### src/rtl/toaplan_bus_pkg.sv
// Shared definitions for the 68000 bus region decoder.
//   - bus_state_t    : bus-cycle FSM states
//   - DEF_*          : default values for the decoder parameters
//   - region_entry_t : one decode-table entry
//   - region_mask()  : compare mask for a given ignored-low-bit count
// Entries hold base and wait count at fixed container widths
// (ENTRY_ADDR_W / ENTRY_WAIT_W). This lets the record live here without
// depending on the decoder's parameters. The decoder supports ADDR_W up
// to 32 and WAIT_W up to 16.
package toaplan_bus_pkg;

  typedef enum logic [2:0] {
    ST_IDLE,
    ST_WAIT,
    ST_ACK,
    ST_MISS,
    ST_HOLD
  } bus_state_t;

  localparam int DEF_NUM_REGIONS = 24;
  localparam int DEF_ADDR_W      = 24;
  localparam int DEF_WAIT_W      = 4;
  localparam int DEF_BERR_CYCLES = 255;

  localparam int ENTRY_ADDR_W = 32;
  localparam int ENTRY_WAIT_W = 16;

  typedef struct packed {
    logic                    en;
    logic [4:0]              width;
    logic [ENTRY_WAIT_W-1:0] wait_states;
    logic [ENTRY_ADDR_W-1:0] base;
  } region_entry_t;

  // Ones above bit 'width'. The low ADDR_W bits of this mask are all zero
  // once width >= ADDR_W, so such an entry matches every address without
  // a special case.
  function automatic logic [ENTRY_ADDR_W-1:0] region_mask(input logic [4:0] width);
    return {ENTRY_ADDR_W{1'b1}} << width;
  endfunction

endpackage

### src/rtl/region_match.sv
// Combinational priority matcher for the region decode table.
// Ports:
//   table_in    : decode table, one region_entry_t per region
//   cpu_a       : CPU address being decoded
//   hit         : at least one enabled entry matches cpu_a
//   idx         : lowest matching entry index (0 when no hit)
//   wait_states : wait count of that entry (0 when no hit)
module region_match
  import toaplan_bus_pkg::*;
#(
  parameter int NUM_REGIONS = DEF_NUM_REGIONS,
  parameter int ADDR_W      = DEF_ADDR_W,
  parameter int IDX_W       = $clog2(NUM_REGIONS)
) (
  input  region_entry_t           table_in [NUM_REGIONS],
  input  logic [ADDR_W-1:0]       cpu_a,
  output logic                    hit,
  output logic [IDX_W-1:0]        idx,
  output logic [ENTRY_WAIT_W-1:0] wait_states
);

  logic [NUM_REGIONS-1:0]  match_vec;
  logic [ENTRY_ADDR_W-1:0] addr_ext;

  assign addr_ext = ENTRY_ADDR_W'(cpu_a);

  generate
    for (genvar gi = 0; gi < NUM_REGIONS; gi++) begin : g_entry
      logic [ENTRY_ADDR_W-1:0] mask;
      assign mask          = region_mask(table_in[gi].width);
      assign match_vec[gi] = table_in[gi].en &&
                             (((addr_ext ^ table_in[gi].base) & mask) == '0);
    end
  endgenerate

  // Scan from the top down so the lowest matching index wins.
  always_comb begin
    hit         = 1'b0;
    idx         = '0;
    wait_states = '0;
    for (int i = NUM_REGIONS - 1; i >= 0; i--) begin
      if (match_vec[i]) begin
        hit         = 1'b1;
        idx         = IDX_W'(i);
        wait_states = table_in[i].wait_states;
      end
    end
  end

endmodule

### src/rtl/m68k_region_decoder.sv
// 68000 bus region decoder.
// The decoder holds a programmable table of address regions. It decodes
// each address-strobe cycle into a registered one-hot chip select, then
// generates DTACK after the region's wait states. A strobe that hits no
// region gets BERR after a timeout.
// Ports:
//   clk, reset_n    : clock (rising edge), asynchronous active-low reset
//   cfg_we/cfg_idx  : table write strobe and entry index (out of range ignored)
//   cfg_base/width/wait/en : entry contents
//   cpu_a, cpu_as_n : CPU address and active-low address strobe
//   cs, cs_idx, cs_valid   : registered chip select, its index, select valid
//   dtack_n, berr_n : active-low data acknowledge and bus error
module m68k_region_decoder
  import toaplan_bus_pkg::*;
#(
  parameter int NUM_REGIONS = DEF_NUM_REGIONS,
  parameter int ADDR_W      = DEF_ADDR_W,
  parameter int WAIT_W      = DEF_WAIT_W,
  parameter int BERR_CYCLES = DEF_BERR_CYCLES,
  parameter int IDX_W       = $clog2(NUM_REGIONS)
) (
  input  logic                   clk,
  input  logic                   reset_n,
  input  logic                   cfg_we,
  input  logic [IDX_W-1:0]       cfg_idx,
  input  logic [ADDR_W-1:0]      cfg_base,
  input  logic [4:0]             cfg_width,
  input  logic [WAIT_W-1:0]      cfg_wait,
  input  logic                   cfg_en,
  input  logic [ADDR_W-1:0]      cpu_a,
  input  logic                   cpu_as_n,
  output logic [NUM_REGIONS-1:0] cs,
  output logic [IDX_W-1:0]       cs_idx,
  output logic                   cs_valid,
  output logic                   dtack_n,
  output logic                   berr_n
);

  localparam int MISS_CNT_W = $clog2(BERR_CYCLES + 1);

  region_entry_t table_reg [NUM_REGIONS];

  logic                    match_hit;
  logic [IDX_W-1:0]        match_idx;
  logic [ENTRY_WAIT_W-1:0] match_wait;

  bus_state_t              state_reg;
  logic                    armed_reg;
  logic [IDX_W-1:0]        sel_idx_reg;
  logic [ENTRY_WAIT_W-1:0] wait_cnt_reg;
  logic [MISS_CNT_W-1:0]   miss_cnt_reg;
  logic [NUM_REGIONS-1:0]  cs_reg;
  logic [IDX_W-1:0]        cs_idx_reg;
  logic                    cs_valid_reg;
  logic                    dtack_n_reg;
  logic                    berr_n_reg;

  // Decode table. An index at or beyond NUM_REGIONS compares equal to no
  // entry, so that write is dropped.
  always_ff @(posedge clk or negedge reset_n) begin
    if (!reset_n) begin
      for (int i = 0; i < NUM_REGIONS; i++) begin
        table_reg[i] <= '0;
      end
    end else if (cfg_we) begin
      for (int i = 0; i < NUM_REGIONS; i++) begin
        if (cfg_idx == IDX_W'(i)) begin
          table_reg[i] <= '{en:          cfg_en,
                            width:       cfg_width,
                            wait_states: ENTRY_WAIT_W'(cfg_wait),
                            base:        ENTRY_ADDR_W'(cfg_base)};
        end
      end
    end
  end

  region_match #(
    .NUM_REGIONS (NUM_REGIONS),
    .ADDR_W      (ADDR_W),
    .IDX_W       (IDX_W)
  ) u_match (
    .table_in    (table_reg),
    .cpu_a       (cpu_a),
    .hit         (match_hit),
    .idx         (match_idx),
    .wait_states (match_wait)
  );

  // Bus-cycle FSM. The decode result is captured in IDLE. After that, the
  // cycle runs only from the latched index and counts, so rewriting the
  // table mid-cycle cannot disturb it.
  // armed_reg records that the strobe has been seen high since the last
  // decode. A strobe held low across reset or a completed cycle therefore
  // never starts a second decode.
  always_ff @(posedge clk or negedge reset_n) begin
    if (!reset_n) begin
      state_reg    <= ST_IDLE;
      armed_reg    <= 1'b0;
      sel_idx_reg  <= '0;
      wait_cnt_reg <= '0;
      miss_cnt_reg <= '0;
      cs_reg       <= '0;
      cs_idx_reg   <= '0;
      cs_valid_reg <= 1'b0;
      dtack_n_reg  <= 1'b1;
      berr_n_reg   <= 1'b1;
    end else begin
      if (cpu_as_n) begin
        armed_reg <= 1'b1;
      end

      case (state_reg)
        ST_IDLE: begin
          if (!cpu_as_n && armed_reg) begin
            armed_reg    <= 1'b0;
            sel_idx_reg  <= match_idx;
            wait_cnt_reg <= match_wait;
            miss_cnt_reg <= '0;
            state_reg    <= match_hit ? ST_WAIT : ST_MISS;
          end
        end

        ST_WAIT: begin
          if (cpu_as_n) begin
            // Aborted cycle: drop everything on this edge.
            cs_reg       <= '0;
            cs_idx_reg   <= '0;
            cs_valid_reg <= 1'b0;
            state_reg    <= ST_IDLE;
          end else begin
            // Select comes up on the first WAIT edge. DTACK follows when the
            // count has run out, so a zero-wait region acks on that same edge.
            cs_reg       <= NUM_REGIONS'(1) << sel_idx_reg;
            cs_idx_reg   <= sel_idx_reg;
            cs_valid_reg <= 1'b1;
            if (wait_cnt_reg == '0) begin
              dtack_n_reg <= 1'b0;
              state_reg   <= ST_ACK;
            end else begin
              wait_cnt_reg <= wait_cnt_reg - 1'b1;
            end
          end
        end

        ST_ACK: begin
          if (cpu_as_n) begin
            cs_reg       <= '0;
            cs_idx_reg   <= '0;
            cs_valid_reg <= 1'b0;
            dtack_n_reg  <= 1'b1;
            state_reg    <= ST_IDLE;
          end
        end

        ST_MISS: begin
          if (cpu_as_n) begin
            state_reg <= ST_IDLE;
          end else if (miss_cnt_reg == MISS_CNT_W'(BERR_CYCLES)) begin
            berr_n_reg <= 1'b0;
            state_reg  <= ST_HOLD;
          end else begin
            miss_cnt_reg <= miss_cnt_reg + 1'b1;
          end
        end

        ST_HOLD: begin
          if (cpu_as_n) begin
            berr_n_reg <= 1'b1;
            state_reg  <= ST_IDLE;
          end
        end

        default: begin
          state_reg <= ST_IDLE;
        end
      endcase
    end
  end

  assign cs       = cs_reg;
  assign cs_idx   = cs_idx_reg;
  assign cs_valid = cs_valid_reg;
  assign dtack_n  = dtack_n_reg;
  assign berr_n   = berr_n_reg;

endmodule
### config.mk
export PLATFORM = sky130hd
export DESIGN_NAME = m68k_region_decoder
export DESIGN_NICKNAME = d
export VERILOG_FILES = /design/src/rtl/toaplan_bus_pkg.sv /design/src/rtl/region_match.sv /design/src/rtl/m68k_region_decoder.sv
export SDC_FILE = /design/constraint.sdc
export NUM_CORES = 2
export LEC_CHECK = 0
export BUFFER_PORTS_ARGS = -buffer_cell sky130_fd_sc_hd__buf_2
export CAP_MARGIN = 20
export CELL_PAD_IN_SITES_DETAIL_PLACEMENT = 1
export CELL_PAD_IN_SITES_GLOBAL_PLACEMENT = 1
export CORE_ASPECT_RATIO = 1.1
export CORE_MARGIN = 4
export CORE_UTILIZATION = 35
export CTS_BUF_LIST = sky130_fd_sc_hd__clkbuf_4 sky130_fd_sc_hd__clkbuf_8 sky130_fd_sc_hd__clkbuf_16
export DETAILED_ROUTE_END_ITERATION = 16
export GPL_TIMING_DRIVEN = 0
export PLACE_DENSITY = 0.54
export SLEW_MARGIN = 5
export SYNTH_ARGS = -nofsm -noshare
export SYNTH_HDL_FRONTEND = slang
export SYNTH_SLANG_ARGS = --single-unit
### constraint.sdc
create_clock -name clk -period 3.9 [get_ports clk]
set_input_delay 0.39 -clock clk [delete_from_list [all_inputs] [get_ports clk]]
set_output_delay 0.39 -clock clk [all_outputs]
set_load 0.02 [all_outputs]
Word-level counts from Yosys, hierarchy flattened --
Cells that the tools add are included.
Word-level totals: input port bits 67, bits in registers 881
Operators by class: equality and inequality tests 40, reduce and logical (&&, ||, !) cells 89, mux-type cells 107, add/subtract/negate cells 2, shift-type cells 25, bitwise logic cells 48
Operators with widths (number):
- 32-bit bitwise AND | 24
- 32-bit logical NOT | 24
- 32-bit by 5-bit << shifter with 32-bit output, first input constant | 24
- 24-bit XOR | 24
- 5-bit two-way mux | 26
- 4-bit two-way mux | 24
- 2-bit AND reduction | 26
- 16-bit two-way mux | 3
- 24-bit two-way mux | 2
- 24-bit case mux with 2 select lines | 1
- 5-bit by 4-bit equality test with 1-bit output, second input constant | 8
- 5-bit equality test, second input constant | 8
- 1-bit two-way mux | 34
- 16-bit case mux with 2 select lines | 1
- 1-bit logical AND | 25
- 8-bit two-way mux | 3
- 1-bit by 5-bit << shifter with 24-bit output, first input constant | 1
- 5-bit by 3-bit equality test with 1-bit output, second input constant | 4
- 4-bit AND reduction | 5
- 3-bit two-way mux | 6
- 2-bit inequality test, second input constant | 9
- 16-bit logical NOT | 1
- 8-bit case mux with 2 select lines | 1
- 16-bit by 1-bit subtractor with 16-bit output, second input constant | 1
- other kinds (18) | 26

Depth between registers and ports, before layout --
depth after elaboration 31, depth in mapped cells 14, gate-level depth less buffers 11

Cells and area by module --
Synthesis repeated with hierarchy kept, for this count alone.
Second synthesis, totals: cells, all modules 4884, area, all modules 51553.2 sq um
By module, submodules not included:
- m68k_region_decoder | instances 1, cells each 2155, area each 33698.6 sq um
- region_match | instances 1, cells each 2729, area each 17854.6 sq um

Worst setup path after synthesis --
No wires, ideal clock.
path type input port to flip-flop, start input port cpu_a[8], end register wait_cnt_reg[2], stages 12, arrival time 2.805 ns, path slack 0.963 ns, path buffers 2, path through buf_2 -> xor2_1 -> a221o_1 -> a2111oi_2 -> a31oi_1 -> or3b_1 -> buf_2 -> a311oi_1 -> o211ai_1 -> a211o_1 -> a221oi_1 -> o22ai_1
On the way: longest elaborated chain between the ends 30, elaborated cells on any way between the ends 122, classes of those cells 26 x mux; 48 x bitwise; 48 x reduce/logical
Ends and longest elaborated chain:
- start: declaration | RTL line m68k_region_decoder.sv:30 | input logic [ADDR_W-1:0] cpu_a,
- 24-bit XOR | RTL line region_match.sv:32 | (((addr_ext ^ table_in[gi].base) & mask) == '0);
- 32-bit bitwise AND | RTL line region_match.sv:32
- 32-bit logical NOT | RTL line region_match.sv:32
- 1-bit logical AND | RTL line region_match.sv:31 | assign match_vec[gi] = table_in[gi].en &&
- 4-bit two-way mux (23 in a row) | RTL line region_match.sv:42 | if (match_vec[i]) begin
- 4-bit two-way mux (*) | RTL line region_match.sv:42
- 16-bit two-way mux (*) | RTL line m68k_region_decoder.sv:114 | if (!cpu_as_n && armed_reg) begin
- 16-bit case mux with 2 select lines (*) | RTL line m68k_region_decoder.sv:112 | case (state_reg)
- end signal: assignment | RTL line m68k_region_decoder.sv:117 | wait_cnt_reg <= match_wait;
- end signal: assignment | RTL line m68k_region_decoder.sv:140 | wait_cnt_reg <= wait_cnt_reg - 1'b1;
- end: declaration | RTL line m68k_region_decoder.sv:50 | logic [ENTRY_WAIT_W-1:0] wait_cnt_reg;
Every way passes the cells marked *; elsewhere a longest branch is shown, timed or not. The select of a mux whose other input is x is not followed. A chain may end at the register's enable or synchronous reset.

Worst setup path in the final report --
start register table_reg[104] (netlist name), end register sel_idx_reg[0]
On the way: longest elaborated chain between the ends 27
Ends and longest elaborated chain:
- start: declaration | RTL line m68k_region_decoder.sv:41 | region_entry_t table_reg [NUM_REGIONS];
- start signal: indexed assignment | RTL line m68k_region_decoder.sv:68 | table_reg[i] <= '{en: cfg_en,
- 32-bit by 5-bit << shifter with 32-bit output | RTL line toaplan_bus_pkg.sv:39 | return {ENTRY_ADDR_W{1'b1}} << width;
- 32-bit bitwise AND | RTL line region_match.sv:32
- 32-bit logical NOT | RTL line region_match.sv:32
- 1-bit logical AND | RTL line region_match.sv:31
- 5-bit two-way mux (23 in a row) | RTL line region_match.sv:42
- end signal: assignment | RTL line m68k_region_decoder.sv:116 | sel_idx_reg <= match_idx;
- end: declaration | RTL line m68k_region_decoder.sv:49 | logic [IDX_W-1:0] sel_idx_reg;
Every way passes these cells.

==> impl_results.md <==
- Number of placed cells counting well taps: 5,935
- Worst path slowest cell: sky130_fd_sc_hd__or3b_1
- Pre-CTS setup slack: -0.9795 ns
- Switching power: 9.714 mW
- GRT Residual Overflow: 0
- Vias per cell: 5.620
- Type of destination of the critical path: register
- First-pass GRT wire length: 275.5 mm
- Gate count of the mapped netlist: 4,043
- Part of the total power dissipated in the clock network: 0.350
- Register area share after synthesis: 0.4736
- Setup Viol. Count Final: 0
- Total power density per cell area: 561.1 nW/µm²
- Standard-cell row count: 140
- Count of routing violations after the opening detailed-route iteration: 2,618
- Final worst hold slack: 0.06387 ns
- Internal power: 20.45 mW
- Result of the run: completed
- Number of sinks driven by the clock tree: 881
- Level count of the clock H-tree: 3
- Final clock skew: 0.04840 ns
- Max-cap violation count: 0
- Unrepaired setup endpoints after global routing: true
- Clock root buffer: sky130_fd_sc_hd__clkbuf_16
- Setup TNS: 0 ns
- Clock Path Buffers: 3
- Syn. warnings: 0
- CP startpoint kind: register
- Final Instance Count excl. Fillers: 6,129
- Critical path type: reg2reg
- Final GP Congestion: 0.8624
- Share of power burned in registers: 0.407
- Port-buffer cells: 74
- Setup Buffers After CTS: 0
- Final core utilization: 0.4065
- Die X: 355.7 µm
- Mean instance size in the synthesized netlist: 11.52 µm²
- Leakage power figure: 23.19 nW
- Fraction of the cycle the final worst path needs: 0.9733
- Commonest register cell after synthesis: sky130_fd_sc_hd__dfrtp_1
- Largest driver fanout on the critical path: 10
- Largest stage delay on the critical path: 0.51 ns
- Number of flip-flops under the largest register name: 816
- Chip Height: 390.5 µm
- Via count: 34,450
- Placed wire-length estimate after detailed placement: 135.3 mm
- Worst setup margin: 0.1042 ns
- 1st-pass router iterations: 5
- Syn_nets: 4,112
- Met1 Use GR: 0.3760
- Ys async rst share: 1.000
- Worst-case headroom to the max-slew limit: 0.1981
- Ratio of cells with drive above 1 in the final layout: 0.2942
- Post-Place Cell Area: 49,930 µm²
- Endpoints failing hold: 0
- Final critical path time including I/O delays and setup: 3.796 ns
- Distinct cell type count after synthesis: 101
- Initial antenna violation count: 25
- Critical Path, Cell by Cell: buf_2 -> buf_2 -> a21oi_1 -> a2111oi_0 -> a31oi_1 -> or3b_1 -> buf_2 -> and2_1 -> o311ai_2 -> a31oi_1 -> o31ai_2 -> a41oi_1
- Slew Limit Fails: 0
- DRC: 0
- Area of all placed cells without fillers: 53,760 µm²
- Synth Cell Area: 46,560 µm²
- Antenna Violating Nets Remaining: 0
- Type of the worst min-delay path: in2reg
- Cell family with the largest share of critical-path delay: compound AO/OA/AOI/OAI gates
- Gr busiest metal: met2
- Required time of the critical path: 4.47 ns
- Area growth, synth to finish: 15.47%
- Wire length per cell after detailed routing: 31.89 µm
- Die Outline Area: 138,900 µm²
- Max Freq: 0.2634 GHz
- Seq cells post-synth: 881
- Fraction of met2 tracks used by global routing: 0.4653
- Total global routing track utilization: 0.2785
- Boundary Pins: 99
- Number of buffers created by CTS: 106
- Clock Pin Slew Worst Setup and Hold Paths: 0.07 ns
- Switching Fraction: 0.3221
- TritonCTS clock tree: built
- Via count of the first global-routing pass: 35,290
- Worst Max-Slew Pin Slew: 1.203 ns
- Total routed wirelength: 195.5 mm
- Clk Latency, worst-skew pair: 0.74 ns
- Worst supply voltage drop on vdd: 0.3903 mV
- Core box area: 132,300 µm²
- Met3 usage in global routing: 0.03457
- Buf+Inv Stages, Crit Path: 3
- Total power consumption of the routed design: 30.16 mW
- Combinational share of power: 0.243
- Number of filler instances in the final layout: 14,180
- Pin count of the biggest net entering global routing: 149
- Cell with the most instances on the worst path: sky130_fd_sc_hd__buf_2
- Number of enable flip-flop cells after synthesis: 0
- WP data arrival: 4.37 ns
- Effective utilization at floorplan: 0.3520
- Number of nets at the end of the flow: 4,335
[final cells by class]
type                            instances  area, µm²  area share
Multi-Input combinational cell       2754      22660      0.4215
Sequential cell                       881      22050      0.4101
Clock buffer                          165       3271     0.06084
Tap cell                             1775       2221     0.04131
Buffer                                345       1775     0.03303
Timing Repair Buffer                  121       1115     0.02074
Clock inverter                         28      446.7    0.008309
Inverter                               57      214.0    0.003980
Antenna cell                            3      7.507   0.0001396
[metal layers]
metal	routed length, µm	share of wire	vias to the layer above
met5	12	0.000061	-
met2	93550	0.48	807
met1	86080	0.44	18480
met3	9406	0.048	249
li1	-	-	14900
met4	6416	0.033	2
[worst paths after layout]
path,cells past startpoint,end,slack [ns],startpoint
worst min-delay path,2,table_reg[575]$_DFFE_PN0P_,0.06,cfg_wait[3]
worst min register to register,2,cs[7]$_DFFE_PN0P_,0.47,cs[7]$_DFFE_PN0P_
max in group asynchronous,5,table_reg[59]$_DFFE_PN0P_,1.58,reset_n
min in group asynchronous,2,table_reg[912]$_DFFE_PN0P_,0.22,reset_n
worst max register to register,12,sel_idx_reg[0]$_DFFE_PN0P_,0.10,table_reg[104]$_DFFE_PN0P_
worst max-delay path,12,sel_idx_reg[0]$_DFFE_PN0P_,0.10,table_reg[104]$_DFFE_PN0P_
[cell usage in the layout (no fill, tap or decap), types with 24 or more instances in the layout]
cell,count
sky130_fd_sc_hd__inv_1,56
sky130_fd_sc_hd__xor2_1,284
sky130_fd_sc_hd__a31oi_1,39
sky130_fd_sc_hd__nor3_1,31
sky130_fd_sc_hd__a211oi_1,36
sky130_fd_sc_hd__o211ai_1,43
sky130_fd_sc_hd__a21oi_1,135
sky130_fd_sc_hd__dfrtp_1,879
sky130_fd_sc_hd__clkbuf_4,31
sky130_fd_sc_hd__clkbuf_8,28
sky130_fd_sc_hd__clkbuf_16,106
sky130_fd_sc_hd__buf_6,48
sky130_fd_sc_hd__nand2_1,165
sky130_fd_sc_hd__nand3_1,78
sky130_fd_sc_hd__mux2_2,799
sky130_fd_sc_hd__clkbuf_2,27
sky130_fd_sc_hd__buf_2,103
sky130_fd_sc_hd__nand4_1,34
sky130_fd_sc_hd__o21ai_0,177
sky130_fd_sc_hd__nor2_1,115
sky130_fd_sc_hd__buf_8,25
sky130_fd_sc_hd__nand2b_1,33
sky130_fd_sc_hd__clkbuf_1,205
sky130_fd_sc_hd__xnor2_1,300
sky130_fd_sc_hd__nor4_1,24
sky130_fd_sc_hd__a22o_1,31
[cell families (layout without fill, tap and decap cells)]
| kind of cell | after synthesis | in the layout | share of synthesized area |
|---|---|---|---|
| other | 0 | 3 | 0 |
| adder cells (fa/ha/maj) | 6 | 6 | 0.001424 |
| AND/OR/NAND/NOR | 601 | 601 | 0.06469 |
| flip-flops | 881 | 881 | 0.4736 |
| AO/OA/AOI/OAI | 756 | 756 | 0.1122 |
| buffers and inverters | 408 | 716 | 0.04243 |
| XOR/XNOR | 590 | 590 | 0.1120 |
| multiplexers | 801 | 801 | 0.1937 |
[power by group through the flow]
stage	combinational (mW)	sequential, mW	clock (mW)
floorplan	5.09	12.1	0
global placement	7.11	12.3	0
detailed placement	7.30	12.4	0
CTS	7.35	12.2	10.8
global route	7.98	12.5	11.1
finish	7.32	12.3	10.6
[repair_timing]
item | in CTS | in global routing
setup endpoints to repair | 4 | 6
endpoints found under the hold margin | 83 | 0
resized for setup | 10 | 26
hold buffers | 3 | 0
pin swaps | 2 | 2
[cell usage after synthesis, types with 26 or more instances]
cell	n	area, µm²
sky130_fd_sc_hd__nand2_1	165	619.3
sky130_fd_sc_hd__xnor2_1	300	2628
sky130_fd_sc_hd__nor3_1	36	180.2
sky130_fd_sc_hd__buf_6	39	439.2
sky130_fd_sc_hd__a31oi_1	39	244.0
sky130_fd_sc_hd__buf_2	30	150.1
sky130_fd_sc_hd__a22o_1	31	271.5
sky130_fd_sc_hd__o21ai_0	178	890.9
sky130_fd_sc_hd__inv_1	56	210.2
sky130_fd_sc_hd__o211ai_1	43	322.8
sky130_fd_sc_hd__dfrtp_1	879	22000
sky130_fd_sc_hd__nand4_1	34	212.7
sky130_fd_sc_hd__nand3_1	78	390.4
sky130_fd_sc_hd__clkbuf_1	233	874.6
sky130_fd_sc_hd__a21oi_1	135	675.7
sky130_fd_sc_hd__nor4_1	26	162.7
sky130_fd_sc_hd__mux2_2	799	8997
sky130_fd_sc_hd__a211oi_1	37	277.8
sky130_fd_sc_hd__xor2_1	284	2487
sky130_fd_sc_hd__nand2b_1	33	206.5
sky130_fd_sc_hd__nor2_1	116	435.4
[worst reg2reg max path, cell delays in order, from the launching register on]
cell and delay [ns]:
sky130_fd_sc_hd__dfrtp_1 0.32, sky130_fd_sc_hd__buf_2 0.18, sky130_fd_sc_hd__buf_2 0.26, sky130_fd_sc_hd__a21oi_1 0.10, sky130_fd_sc_hd__a2111oi_0 0.42, sky130_fd_sc_hd__a31oi_1 0.20
sky130_fd_sc_hd__or3b_1 0.51, sky130_fd_sc_hd__buf_2 0.22, sky130_fd_sc_hd__and2_1 0.21, sky130_fd_sc_hd__o311ai_2 0.50, sky130_fd_sc_hd__a31oi_1 0.21, sky130_fd_sc_hd__o31ai_2 0.33
sky130_fd_sc_hd__a41oi_1 0.17
No activity file was read; power rests on OpenSTA's default activity.
